`src/rtl/dds_addr_gen_if.sv`:
```
// DAC-side handshake for dds_addr_gen: ROM address, valid strobe and busy back-pressure.
// With QUADRATURE_EN defined, the bundle also carries the 90-degree address addr_q.
interface dds_addr_gen_if #(
  parameter int ADDR_W = 10
);
  logic [ADDR_W-1:0] addr;
  logic              addr_valid;
  logic              dac_busy;
`ifdef QUADRATURE_EN
  logic [ADDR_W-1:0] addr_q;

  modport master (output addr, output addr_valid, output addr_q, input dac_busy);
  modport slave  (input addr, input addr_valid, input addr_q, output dac_busy);
`else
  modport master (output addr, output addr_valid, input dac_busy);
  modport slave  (input addr, input addr_valid, output dac_busy);
`endif
endinterface

```
`src/rtl/dds_addr_gen.sv`:
```
// Tick-driven phase accumulator that produces sine-ROM addresses with a one-cycle valid strobe.
// Optional QUADRATURE_EN adds addr_q, which is addr offset by a quarter turn.
module dds_addr_gen #(
  parameter int TICK_DIV = 5000,
  parameter int ACC_W    = 10,
  parameter int FW_W     = 10,
  parameter int ADDR_W   = 10
) (
  input  logic            CLOCK_50,
  input  logic            RESET_N,
  input  logic [FW_W-1:0] freq_word,
  input  logic            clr_ovr,
  output logic            tick,
  output logic            overrun,
  dds_addr_gen_if.master  dac
);
  localparam int CNT_W = (TICK_DIV > 2) ? $clog2(TICK_DIV) : 1;
  localparam logic [CNT_W-1:0] CNT_LAST = CNT_W'(TICK_DIV - 1);

  typedef enum logic [1:0] {IDLE, ACC, OUT} state_t;

  state_t            state;
  logic [CNT_W-1:0]  tick_cnt;
  logic [FW_W-1:0]   sw_meta;
  logic [FW_W-1:0]   sw_sync;
  logic [FW_W-1:0]   fw_reg;
  logic [ACC_W-1:0]  acc;
  logic              cnt_last;

  assign cnt_last = (tick_cnt == CNT_LAST);

  // ACC always coincides with tick=1; a wrap during OUT still enters ACC, so TICK_DIV=2 never drops a tick.
  always_ff @(posedge CLOCK_50 or negedge RESET_N) begin
    if (!RESET_N) begin
      state          <= IDLE;
      tick_cnt       <= '0;
      sw_meta        <= '0;
      sw_sync        <= '0;
      fw_reg         <= '0;
      acc            <= '0;
      tick           <= 1'b0;
      overrun        <= 1'b0;
      dac.addr       <= '0;
      dac.addr_valid <= 1'b0;
`ifdef QUADRATURE_EN
      dac.addr_q     <= '0;
`endif
    end else begin
      sw_meta        <= freq_word;
      sw_sync        <= sw_meta;
      tick_cnt       <= cnt_last ? '0 : tick_cnt + 1'b1;
      tick           <= cnt_last;
      dac.addr_valid <= 1'b0;

      case (state)
        ACC: begin
          fw_reg <= sw_sync;
          acc    <= acc + ACC_W'(fw_reg);
        end
        OUT: begin
          dac.addr       <= acc[ACC_W-1 -: ADDR_W];
          dac.addr_valid <= ~dac.dac_busy;
`ifdef QUADRATURE_EN
          dac.addr_q     <= acc[ACC_W-1 -: ADDR_W] + (ADDR_W'(1) << (ADDR_W - 2));
`endif
        end
        default: ;
      endcase

      if (cnt_last)
        state <= ACC;
      else if (state == ACC)
        state <= OUT;
      else
        state <= IDLE;

      // A drop in the same cycle as a clear must leave the flag set.
      if (state == OUT && dac.dac_busy)
        overrun <= 1'b1;
      else if (clr_ovr)
        overrun <= 1'b0;
    end
  end
endmodule

```
`src/flat_wrapper.sv`:
```
// flat-port wrapper written by rule: the top's interface ports become plain ports
module dds_addr_gen_flat 
#(
  parameter int TICK_DIV = 5000,
  parameter int ACC_W    = 10,
  parameter int FW_W     = 10,
  parameter int ADDR_W   = 10
)
  (CLOCK_50, RESET_N, freq_word, clr_ovr, tick, overrun, dac_addr, dac_addr_valid, dac_dac_busy);
  dds_addr_gen_if #(.ADDR_W(ADDR_W)) dac_i ();
  input  logic CLOCK_50;
  input  logic RESET_N;
  input  logic [FW_W-1:0] freq_word;
  input  logic clr_ovr;
  output logic tick;
  output logic overrun;
  output wire logic [$bits(dac_i.addr)-1:0] dac_addr;
  output wire logic [$bits(dac_i.addr_valid)-1:0] dac_addr_valid;
  input wire logic [$bits(dac_i.dac_busy)-1:0] dac_dac_busy;
  assign dac_addr = dac_i.addr;
  assign dac_addr_valid = dac_i.addr_valid;
  assign dac_i.dac_busy = dac_dac_busy;
  dds_addr_gen #(.TICK_DIV(TICK_DIV), .ACC_W(ACC_W), .FW_W(FW_W), .ADDR_W(ADDR_W)) u_core (.CLOCK_50(CLOCK_50), .RESET_N(RESET_N), .freq_word(freq_word), .clr_ovr(clr_ovr), .tick(tick), .overrun(overrun), .dac(dac_i));
endmodule
```
`config.mk`:
```
export PLATFORM = sky130hd
export DESIGN_NAME = dds_addr_gen_flat
export DESIGN_NICKNAME = d
export VERILOG_FILES = /design/src/rtl/dds_addr_gen_if.sv /design/src/rtl/dds_addr_gen.sv /design/src/flat_wrapper.sv
export SDC_FILE = /design/constraint.sdc
export NUM_CORES = 1
export LEC_CHECK = 0
export ABC_AREA = 0
export BUFFER_PORTS_ARGS = -buffer_cell sky130_fd_sc_hd__buf_2
export CAP_MARGIN = 25
export CELL_PAD_IN_SITES_DETAIL_PLACEMENT = 1
export CELL_PAD_IN_SITES_GLOBAL_PLACEMENT = 2
export CORE_AREA = 2 2 84 86
export DETAILED_ROUTE_END_ITERATION = 6
export DIE_AREA = 0 0 86 88
export PLACE_DENSITY = 0.93
export SYNTH_ARGS = -nofsm -noshare
export SYNTH_HDL_FRONTEND = slang
export SYNTH_SLANG_ARGS = --single-unit
```
`constraint.sdc`:
```
create_clock -name CLOCK_50 -period 4.95 [get_ports CLOCK_50]
set_input_delay 0.2475 -clock CLOCK_50 [delete_from_list [all_inputs] [get_ports CLOCK_50]]
set_output_delay 0.2475 -clock CLOCK_50 [all_outputs]
set_load 0.005 [all_outputs]
```
==> impl.org, run 1 <==
** Critical path
- Logic depth of the worst register-to-register path :: 8
- STA classifies the critical path endpoint as a flop.
- Cell type group with the largest total delay on the critical path :: adder cells
- CP Class :: reg2reg
- Data on the critical path arrives at its endpoint at around 2.2 ns.
- The slowest stage of the critical path belongs to the cell sky130_fd_sc_hd__fa_1.
- In this run the critical register-to-register path is captured at u_core.acc[8].
- Buffering stage count on the worst path with inverters included :: 1
- Delay of the slowest cell on the worst path :: roughly 0.4 ns
- Data required time of the critical path :: between 5 and 6 ns
- The worst register-to-register path has a setup slack of around 3.0 ns.
- Maximum fanout along the worst path :: 3
- Cell-by-cell listing of the critical path :: ha_1 > inv_1 > fa_1 > nor2b_1 > o31a_1 > o21bai_1 > a211o_1 > nand3_1
- Startpoint types :: flop
- Launch instance of the worst register-to-register path :: u_core.acc[0]

** Global routing
- After global routing the overflow that remains totals 0.
- Entering global routing, the biggest net connects just under 70 pins.
- First-pass GRT wire length :: a little under 9 mm
- Number of global-route vias before repair :: 1908
- GRT Overall Usage :: 15.04%
- Initial antenna violation count :: 0

** Final layout
- Post-route insts no fill :: 352
- Antenna diode count :: 0
- Number of nets in the layout :: 292
- Commonest cells after routing, fill and taps aside :: sky130_fd_sc_hd__dfrtp_1, sky130_fd_sc_hd__nand2_1, sky130_fd_sc_hd__buf_2
- Number of flip-flops under the largest register name :: 13
- Synth-to-Final Area Change :: 15.04%
- Most frequent standard cell in the layout excluding fill and tap cells :: sky130_fd_sc_hd__dfrtp_1
- Counting flops per register, the top entry is u_core.tick_cnt.
- Fraction of final layout cells sized beyond drive strength 1 :: between 20 and 25%

** Power and ir drop
- Power density relative to cell area :: between 300 and 400 nW/um^2
- The worst-case IR drop observed on VDD is around 180 uV.
- Leakage power :: about 1.6 nW

** Route
- Wire segments on met2 add up to roughly 2.4 mm in the final route.
- Total detailed-routing wirelength :: 4.988 mm
- The final route contains about 1800 vias.
- Average vias per placed instance :: between 5 and 6
- In this run the remaining antenna-violating nets after routing total 0.
- After detailed routing, the wire length on met1 is around 2.3 mm.
- Routed length per placed instance :: between 10 and 15 microns
- Top Metal Used :: met4
- Routed met3 length :: between 150 and 200 microns
- The first routing iteration left 60 violations.
- Number of detailed-route iterations in the first pass :: 4
- For this run, design rule violations remaining after detail routing come to 0.

** Placement
- Post-placement worst setup slack :: 2.986 ns
- Once detailed placement completed, the half-perimeter wirelength came to 3.400 mm.
- Routability-driven placement finished with a final weighted congestion of around 0.75.
- Port Buf Inserts :: 26
- After detailed placement, the design holds a cell count of 334.

** Timing
- Worst clock skew :: ~0.0067 ns
- Minimum clock period after layout :: 1.931 ns
- The number of pins with negative max-slew slack in the final report is 0.
- Setup slack closes at roughly 3.0 ns.
- Total count of hold-check failures in the final report :: 0
- Dividing the final minimum period by the clock period gives about two fifths.
- Slew margin rel. :: 44.61%
- Count of final setup violators :: 0
- RSZ-0062 raised after global routing :: no
- At the pin with the least slew margin, the transition time is 0.8308 ns.
- Setup total negative slack :: 0 ns
- For this run, the top clock speed supported by timing is 0.5178 GHz.

** CTS
- Root Driver :: sky130_fd_sc_hd__clkbuf_8
- Cts-stage hold buffer count :: 0
- After clock tree synthesis, the clock-pin slew on the worst setup and hold paths is ~0.070 ns.
- The clock tree synthesis step divided the H-tree into 3 levels.
- Postcts setup bufs :: 0
- Clk sink count :: 67
- Clock buffer depth :: 2
- Once the clock tree was built, the resizer swapped 0 gates to a different size.
- TritonCTS built the clock tree.
- Clock buffer count from CTS :: 9
- Clk Latency, worst-skew pair :: around 0.33 ns

** Synthesis
- Most common flop cell mapped by yosys :: sky130_fd_sc_hd__dfrtp_1
- When the netlist entered floorplanning its net count stood at approximately 260.
- Count of flip-flops with a built-in enable after synthesis :: 0
- The Yosys step of the flow raised 0 warnings.
- Post-synthesis sequential element count :: between 60 and 70
- Summing every instance area after synthesis gives ~2800 sq um.
- Counting flops with an async set or reset pin after synthesis yields a share of between 90% and 100%.
- Number of distinct library cell variants in the gate-level netlist after synthesis :: 43
- Instance count of the mapped netlist :: ~230
- After synthesis, flip-flops and latches occupy around three fifths of the total area.
- Mean cell area of the mapped netlist :: around 12 sq um

** Floorplan
- The total area inside the core boundary comes to about 6600 sq um.
- From left edge to right edge, the die measures about 86 microns.
- Once the floorplan was initialized, standard cells occupied between 40% and 50% of the core.
- Overall die height :: between 80 and 90 microns
- The floorplan has 30 rows.
- Die Outline Area :: between 7000 and 8000 sq um
- During I/O placement, the number of pins put on the boundary was 27.

** Outcome
- Result of the run :: finished clean

** Hold path
- Terminating pin of the worst hold path :: u_core.sw_meta[2]
- The startpoint identified for the worst hold timing path is freq_word[2].
- Number of cells on the worst hold path :: 1
- The min-delay analysis places its worst path in the category in2reg.

** Job
- Max-cap violations in this run came to 0.
-- routing by layer --
| metal | GRT usage (%) | vias to the layer above |
|---|---|---|
| met5 | 0 | - |
| met4 | 7.071 | 0 |
| met3 | 3.864 | 8 |
| met2 | 24.45 | 31 |
| met1 | 18.91 | 887 |
| li1 | - | 869 |
-- area by class of cell --
type | instances | area (sq um)
Inverter | 5 | 18.77
Sequential cell | 67 | 1677
Clock inverter | 4 | 25.02
Fill cell | 712 | 3476
Multi-Input combinational cell | 154 | 1030
Clock buffer | 12 | 155.1
Tap cell | 80 | 100.1
Timing Repair Buffer | 30 | 162.7
-- per-stage QoR --
stage	total power [mW]	instance area, sq um	hold slack [ns]	util, %
after floorplan	0.5678	2754	-0.04809	-
after CTS	0.9965	3151	0.005976	47.42
after global routing	1.024	3168	0.005091	47.68
after global placement	0.5841	2970	0.3336	44.71
final	0.9839	3168	0.01902	47.68
after detailed placement	0.5848	2970	0.3355	44.71
-- kinds of logic (layout without fill, tap and decap cells) --
group / count (synthesis) / after routing / synth area share (%)
buffers and inverters: 12 / 51 / 1.727
muxes: 10 / 10 / 4.044
DFF: 67 / 67 / 60.88
and+or+nand+nor: 89 / 89 / 15.72
AOI/OAI and AO/OA: 31 / 31 / 8.224
adders and majority gates: 11 / 11 / 5.270
xor gates and xnor gates: 13 / 13 / 4.135
-- where the power goes --
group / leakage [nW] / switching [mW] / internal [mW] / total, mW
logic: 0.652 / 0.0114 / 0.00471 / 0.0162
registers: 0.876 / 0.00207 / 0.555 / 0.557
clock network: 0.0884 / 0.203 / 0.208 / 0.410
-- how the worst max path moves through the flow --
stage,slack (ns),from,cells past startpoint,to
floorplan,3.23,u_core.acc[0],8,u_core.acc[8]
global placement,3.05,u_core.state[1],5,u_core.acc[9]
detailed placement,2.99,u_core.state[0],5,u_core.acc[9]
CTS,2.97,u_core.state[0],5,u_core.acc[9]
global route,2.88,u_core.acc[0],8,u_core.acc[6]
finish,3.02,u_core.acc[0],8,u_core.acc[8]
-- synth_stat cells, drive strengths merged (4+ instances only) --
library cell	n	area share [%]
dfrtp	67	61
nand2	42	5.7
nor2	12	1.7
ha	10	4.5
mux2	9	3.7
nand3	9	1.6
o21ai	7	1.3
xnor2	7	2.2
xor2	6	1.9
clkbuf	5	0.68
inv	5	0.68
a21o	4	1.1
a21oi	4	0.86
nor2b	4	0.91
Note: power is estimated with default switching activity, not from simulation.
==> inputs of run 2 (changes only) <==
--- a/config.mk
+++ b/config.mk
@@ -10,10 +10,10 @@
 export CAP_MARGIN = 25
 export CELL_PAD_IN_SITES_DETAIL_PLACEMENT = 1
 export CELL_PAD_IN_SITES_GLOBAL_PLACEMENT = 2
-export CORE_AREA = 2 2 84 86
+export CORE_AREA = 2 2 92 94
 export DETAILED_ROUTE_END_ITERATION = 6
-export DIE_AREA = 0 0 86 88
-export PLACE_DENSITY = 0.93
+export DIE_AREA = 0 0 94 96
+export PLACE_DENSITY = 0.84
 export SYNTH_ARGS = -nofsm -noshare
 export SYNTH_HDL_FRONTEND = slang
 export SYNTH_SLANG_ARGS = --single-unit
==> constraint.sdc (replaced) <==
create_clock -name CLOCK_50 -period 1.6 [get_ports CLOCK_50]
set_input_delay 0.08 -clock CLOCK_50 [delete_from_list [all_inputs] [get_ports CLOCK_50]]
set_output_delay 0.08 -clock CLOCK_50 [all_outputs]
set_load 0.005 [all_outputs]
==> run 2 against run 1 <==
The flow now finishes with violations (negative setup slack); clock skew up 0.0027 ns; flip-flop and latch count unchanged; sequential share of layout area down 6.3 points; worst hold slack better by 0.26 ns; global-route usage down 1.1 points.
==> impl.org, run 2 (same netlist as run 1, synthesis figures left out) <==
** Outcome
- Result of the run :: complete, but fails checks
- Violated checks :: negative setup slack

** Route
- For this block, the initial DRC count from the detailed router was 43.
- Count of nets left with antenna violations after detail routing :: 0
- After detailed routing, the total wire length is about 5.3 mm.
- The detailed router placed roughly 1900 vias in this run.
- Average vias per placed instance :: about 4.6
- Number of detailed-route iterations in the first pass :: 4
- In the final routed layout, each cell accounts on average for about 13 microns.
- In the routed design, unresolved DRC markers number 0.

** Critical path
- In this run the critical register-to-register path is launched from u_core.acc[0].
- The worst register-to-register path has a depth of 8.
- End of the worst register-to-register path :: u_core.acc[6]
- Tracing the worst setup path back leads to its startpoint at u_core.acc[0].
- Startpoint types :: flop
- In this run the worst path has a maximum fanout of 3.
- Crit. End Element :: flop
- Data arrival time of the critical path :: ~2.1 ns
- Data on the critical path is required at its endpoint by approximately 1.9 ns.
- In this run the register-to-register setup slack is -0.25 ns.
- The worst setup path is of the reg2reg kind.

** Timing
- The final critical path takes up 115.4% of the cycle.
- RSZ-0062 raised after global routing :: yes
- Post-route worst setup slack :: -0.2464 ns
- Worst clock skew :: approximately 0.0094 ns
- Total count of max-transition violations in the final report :: 0
- Max Freq :: roughly 0.54 GHz
- For the pin with the worst max-slew slack, the measured transition is 0.3502 ns.
- Subtracting the final worst setup slack from the clock period gives between 1.5 and 2 ns.
- Hold is met by about 0.28 ns.
- Total count of hold-check failures in the final report :: 0
- Slew margin rel. :: roughly three quarters
- Count of final setup violators :: 6

** Power and ir drop
- Power density relative to cell area :: ~880 nW/um^2
- The analysis attributes to cell leakage a power of around 1.8 nW.
- Peak supply drop :: ~390 uV

** Final layout
- After the last flow step, the layout net total stands at 330.
- From synthesis to final layout, the design area changed by 30.62%.
- Number of flip-flops under the largest register name :: 13
- Largest register by flop count :: u_core.tick_cnt
- The library cell used most frequently in the layout, excluding fill and tap cells, is sky130_fd_sc_hd__dfrtp_1.
- The finished layout holds slightly above 400 standard cells, fillers aside.
- The top cell types in the final layout, fill and taps aside, are sky130_fd_sc_hd__dfrtp_1, sky130_fd_sc_hd__nand2_1, sky130_fd_sc_hd__buf_4.
- Fraction of final layout cells sized beyond drive strength 1 :: 30.00%
- Antenna diode count :: 0

** Floorplan
- Width of the die :: approximately 94 microns
- Total core area :: ~8100 sq um
- In this run the count of I/O pins placed on the die edge is 27.
- Overall die height :: 96 microns
- Die Outline Area :: approximately 9000 sq um
- Number of placement rows :: 33
- Once the floorplan was initialized, standard cells occupied roughly 34% of the core.

** Placement
- At the end of routability-driven placement, the weighted congestion stood at around 0.81.
- The wire-length estimate of the detail-placed layout is around 3.7 mm.
- Number of cells after detailed placement :: 385
- Port Buf Inserts :: 26
- OpenSTA, run right after detailed placement, puts the worst setup slack at -0.2280 ns.

** CTS
- H-tree depth reported by CTS :: 3
- The cell sitting at the root of the clock tree is a sky130_fd_sc_hd__clkbuf_8.
- Clock buffer depth :: 2
- TritonCTS built the clock tree.
- Clk sink count :: between 60 and 70
- Clock-pin slew was measured on the worst setup and hold paths at around 0.070 ns.
- Clock tree synthesis inserted a total of 9 buffers.
- Clk Latency, worst-skew pair :: between 0.3 and 0.4 ns

** Hold path
- The worst hold path belongs to the class in2async.

** Global routing
- Global routing used between 10% and 20% of the available tracks across all layers.
- Initial antenna violation count :: 0
- Number of global-route vias before repair :: about 2100
- The first global-routing pass estimated 9.508 mm of wire.
- Summed over all layers, the global routing overflow is 0.
- Entering global routing, the biggest net connects 68 pins.

** Job
- Across the run, the number of max-cap violations was 0.
==> run 2: cell types whose count changed in the layout (fill, tap and decap cells not counted), sizes merged <==
cell         previous run  this run
buf                    29        55
bufinv                  0         1
clkinv                  2         1
dlygate4sd3             1        13
==> run 2: routing by layer <==
metal | GRT usage, % | vias to the layer above | share of wire, %
li1 | - | 934 | -
met1 | 16.31 | 929 | 46
met2 | 23.21 | 32 | 48
met3 | 3.681 | 11 | 3.5
met4 | 8.213 | 0 | 2.1
met5 | 0 | - | 0
==> run 2: where the power goes <==
group | switching [mW] | leakage, nW | internal, mW
Clock | 0.616 | 0.0926 | 0.761
Combinational | 0.0398 | 0.844 | 0.0372
Sequential | 0.00691 | 0.876 | 1.72
==> run 2: final cells by class <==
cell class | count | area, sq um
inverter | 5 | 18.77
timing repair buffer | 68 | 503.0
multi-input combinational | 154 | 1072
clock buffer | 12 | 145.1
clock inverter | 4 | 50.05
fill | 887 | 4454
tap | 105 | 131.4
sequential | 67 | 1677
==> run 2: how the worst max path moves through the flow <==
stage | end | slack [ns]
final | u_core.acc[6] | -0.25
after global routing | u_core.acc[6] | -0.34
after CTS | u_core.acc[6] | -0.26
after detailed placement | u_core.acc[8] | -0.23
after global placement | u_core.acc[8] | -0.13
after floorplan | u_core.acc[6] | -0.09
==> run 2: critical path, cell delays in order (launching register included) <==
cell,delay [ns]
sky130_fd_sc_hd__dfrtp_1,0.40
sky130_fd_sc_hd__ha_2,0.20
sky130_fd_sc_hd__inv_2,0.05
sky130_fd_sc_hd__fa_2,0.19
sky130_fd_sc_hd__nor2b_2,0.05
sky130_fd_sc_hd__o31a_1,0.28
sky130_fd_sc_hd__o21a_1,0.21
sky130_fd_sc_hd__o21a_1,0.20
sky130_fd_sc_hd__o31ai_2,0.18
==> run 2: per-stage QoR <==
stage	util, %	setup TNS, ns	instance area (sq um)	power [mW]
after floorplan	-	-0.1696	2784	1.757
after global placement	40.39	-0.5158	3252	1.812
after detailed placement	40.39	-0.8855	3252	1.814
after CTS	44.62	-1.117	3592	3.244
after global routing	44.68	-1.563	3597	3.331
final	44.68	-1.004	3597	3.179
==> run 2: repair_timing <==
action,CTS,global route
hold buffers,13,0
resized for setup,2,1
buffers inserted,1,0
setup endpoints to repair,6,6
pin swaps,0,0
endpoints found under the hold margin,79,0
==> inputs of run 3 (changes only) <==
--- a/config.mk
+++ b/config.mk
@@ -8,11 +8,9 @@
 export ABC_AREA = 0
 export BUFFER_PORTS_ARGS = -buffer_cell sky130_fd_sc_hd__buf_2
 export CAP_MARGIN = 25
-export CELL_PAD_IN_SITES_DETAIL_PLACEMENT = 1
-export CELL_PAD_IN_SITES_GLOBAL_PLACEMENT = 2
-export CORE_AREA = 2 2 92 94
+export CORE_AREA = 2 2 76 78
 export DETAILED_ROUTE_END_ITERATION = 6
-export DIE_AREA = 0 0 94 96
+export DIE_AREA = 0 0 78 80
 export PLACE_DENSITY = 0.84
 export SYNTH_ARGS = -nofsm -noshare
 export SYNTH_HDL_FRONTEND = slang
==> run 3 against run 2 <==
The flow still finishes with violations (negative setup slack); critical path depth did not move; non-clock buffer count grew 2; critical endpoint is now u_core.acc[8]; largest cell class unchanged; highest routed layer unchanged; setup slack gained 0.044 ns; worst hold slack gained 0.0050 ns.
==> impl.org, run 3 (same netlist as run 1, synthesis figures left out) <==
** Route
- Count of nets left with antenna violations after detail routing :: 0
- The first routing iteration left approximately 110 violations.
- Wires add up to 4.962 mm.
- Count of vias placed by the detailed router :: about 1900
- Average vias per placed instance :: 4.940
- Final routed DRC violation total :: 0
- The first detailed-routing pass ran for 4 iterations.
- In the final routed layout, each cell accounts on average for between 10 and 15 microns.

** Timing
- Setup violations remaining at the end of the flow were counted as 6.
- The tightest hold path in the finished design has a slack of 0.2883 ns.
- Total count of hold-check failures in the final report :: 0
- Slew at the pin closest to its max-slew limit :: roughly 0.47 ns
- Once routing completed, OpenROAD measured the worst setup slack at -0.2021 ns.
- Subtracting the final worst setup slack from the clock period gives around 1.8 ns.
- Final clock period utilization by the worst path :: 112.6%
- Worst clock skew :: 0.005494 ns
- RSZ-0062 raised after global routing :: yes
- The number of pins with negative max-slew slack in the final report is 0.
- In this run the tightest slew margin relative to its limit is slightly below 70%.
- Max Freq :: around 0.55 GHz

** Global routing
- The number of antenna violations at the first check in global routing is 0.
- Maximum number of pins on one net before global-route repair :: about 70
- GRT Overall Usage :: between 15 and 20%
- First-pass GRT wire length :: 8.535 mm
- For this run the aggregate overflow at the end of global routing stands at 0.
- The via count of the first global-routing pass was roughly 1900.

** CTS
- Clk Latency, worst-skew pair :: between 0.3 and 0.4 ns
- Post-CTS clock slew at the launch and capture registers of the worst setup and hold paths :: approximately 0.07 ns
- Counting along the longest clock path gives a buffer depth of 2.
- CTS tree :: built
- For this design, the sink count on the clock tree is 67.
- Root Driver :: sky130_fd_sc_hd__clkbuf_8
- H-tree depth reported by CTS :: 3
- Clock buffer count from CTS :: 9

** Critical path
- Data on the critical path is required at its endpoint by about 1.9 ns.
- The worst setup path is captured at a flop.
- The critical path is of the reg2reg type.
- Along the worst path, the maximum fanout reaches 3.
- STA classifies the critical path startpoint as a flop.
- STA puts the critical path data arrival time at 2.08 ns.

** Power and ir drop
- The clock network is responsible for between 40% and 50% of the overall power.
- IR analysis of the VDD net gives a maximum drop of 782.0 uV.
- In this run the power spent charging and discharging nets is between 600 and 700 uW.
- Of the total power, the share spent switching nets is about 20%.
- Leakage power :: ~1.8 nW
- In this run the power density over the cells is a little over 900 nW/um^2.
- Cell internal pwr :: between 2 and 3 mW
- Combinational logic burns under 10% of the power.
- Sequential cells burn a little over half of the power.

** Final layout
- More flip-flops sit in one register than any other, and that register is u_core.tick_cnt.
- Of the cells placed in the final design, the portion with a size suffix greater than 1 is approximately 31%.
- Number of flip-flops under the largest register name :: 13
- The library cell used most frequently in the layout, excluding fill and tap cells, is sky130_fd_sc_hd__dfrtp_1.
- The top cell types in the final layout, fill and taps aside, are sky130_fd_sc_hd__dfrtp_1, sky130_fd_sc_hd__nand2_1, sky130_fd_sc_hd__buf_4.
- The area growth from synthesis to layout is 30.26%.
- The net count of the finished layout is approximately 330.
- Antenna diode count :: 0
- After routing the design area is 3587 sq um.
- Cells fill between 60% and 70% of the core in the end.

** Floorplan
- Number of placement rows :: 27
- Die Outline Area :: 6240 sq um
- From left edge to right edge, the die measures 78 microns.
- Initial core utilization :: just over 50%
- Overall die height :: around 80 microns
- Boundary Pins :: 27
- Total core area :: 5405 sq um

** Placement
- Post-placement worst setup slack :: -0.2197 ns
- Detail Placement HPWL :: around 3.3 mm
- The count of buffers added on input and output ports is 26.
- Last weighted congestion value of the routability-driven placer :: 0.8122
- Summing all placed instances gives a cell area of 3176 sq um.

** Hold path
- In this run the worst hold path is classified as in2async.

** Outcome
- The run finished, with violations left.
- The final reports fail on negative setup slack.

** Job
- Number of max-cap violations :: 0
==> run 3: path summary, 6_finish.rpt <==
| kind | start | endpoint | slack, ns | cells past startpoint |
|---|---|---|---|---|
| min | RESET_N | u_core.dac.addr[9] | 0.29 | 3 |
| min in group CLOCK_50 | u_core.sw_meta[6] | u_core.sw_sync[6] | 0.35 | 0 |
| max in group asynchronous | RESET_N | u_core.sw_sync[7] | 1.03 | 3 |
| max reg2reg | u_core.fw_reg[0] | u_core.acc[8] | -0.20 | 8 |
| max | u_core.fw_reg[0] | u_core.acc[8] | -0.20 | 8 |
| min reg2reg | u_core.sw_meta[6] | u_core.sw_sync[6] | 0.35 | 0 |
==> run 3: per-layer routing <==
| metal | track usage [%] | wire [microns] | vias up | share of wire [%] |
|---|---|---|---|---|
| met5 | 0 | 0 | - | 0 |
| met4 | 11.40 | 73 | 0 | 1.5 |
| met3 | 3.394 | 256 | 8 | 5.2 |
| met2 | 29.83 | 2425 | 46 | 49 |
| met1 | 22.18 | 2207 | 896 | 44 |
| li1 | - | - | 947 | - |
==> run 3: repair_timing <==
item	in CTS	in global routing
hold buffers	13	0
buffers inserted	4	5
pin swaps	8	3
endpoints found under the hold margin	79	0
resized for setup	4	3
setup endpoints to repair	6	7
==> run 3: cell type report <==
type | count | area (sq um)
Fill cell | 416 | 1818
Sequential cell | 67 | 1677
Multi-Input combinational cell | 154 | 1087
Timing Repair Buffer | 70 | 505.5
Clock buffer | 11 | 131.4
Tap cell | 72 | 90.09
Clock inverter | 5 | 77.57
Inverter | 5 | 18.77
==> run 3: power by group through the flow <==
stage	combinational [mW]	sequential, mW	clock (mW)
floorplan	0.000861	1.76	0
global placement	0.0533	1.76	0
detailed placement	0.0538	1.76	0
CTS	0.0780	1.72	1.52
global route	0.0880	1.73	1.61
finish	0.0756	1.73	1.49
==> run 3: per-stage QoR <==
step                total power [mW]  instances  setup TNS [ns]
global placement               1.810        349         -0.4171
CTS                            3.324        380         -0.8615
detailed placement             1.811        349         -0.8076
global route                   3.422        384          -1.264
finish                         3.288        384         -0.9447
floorplan                      1.757        233         -0.1696
==> run 3: worst max-delay path, cell delays in order (launching register included) <==
cell and delay [ns]:
sky130_fd_sc_hd__dfrtp_1 0.36, sky130_fd_sc_hd__ha_2 0.20, sky130_fd_sc_hd__inv_2 0.04, sky130_fd_sc_hd__fa_2 0.34, sky130_fd_sc_hd__nor2b_2 0.14, sky130_fd_sc_hd__o31a_1 0.20, sky130_fd_sc_hd__o21bai_1 0.12, sky130_fd_sc_hd__a211o_1 0.28
sky130_fd_sc_hd__nand3_2 0.06
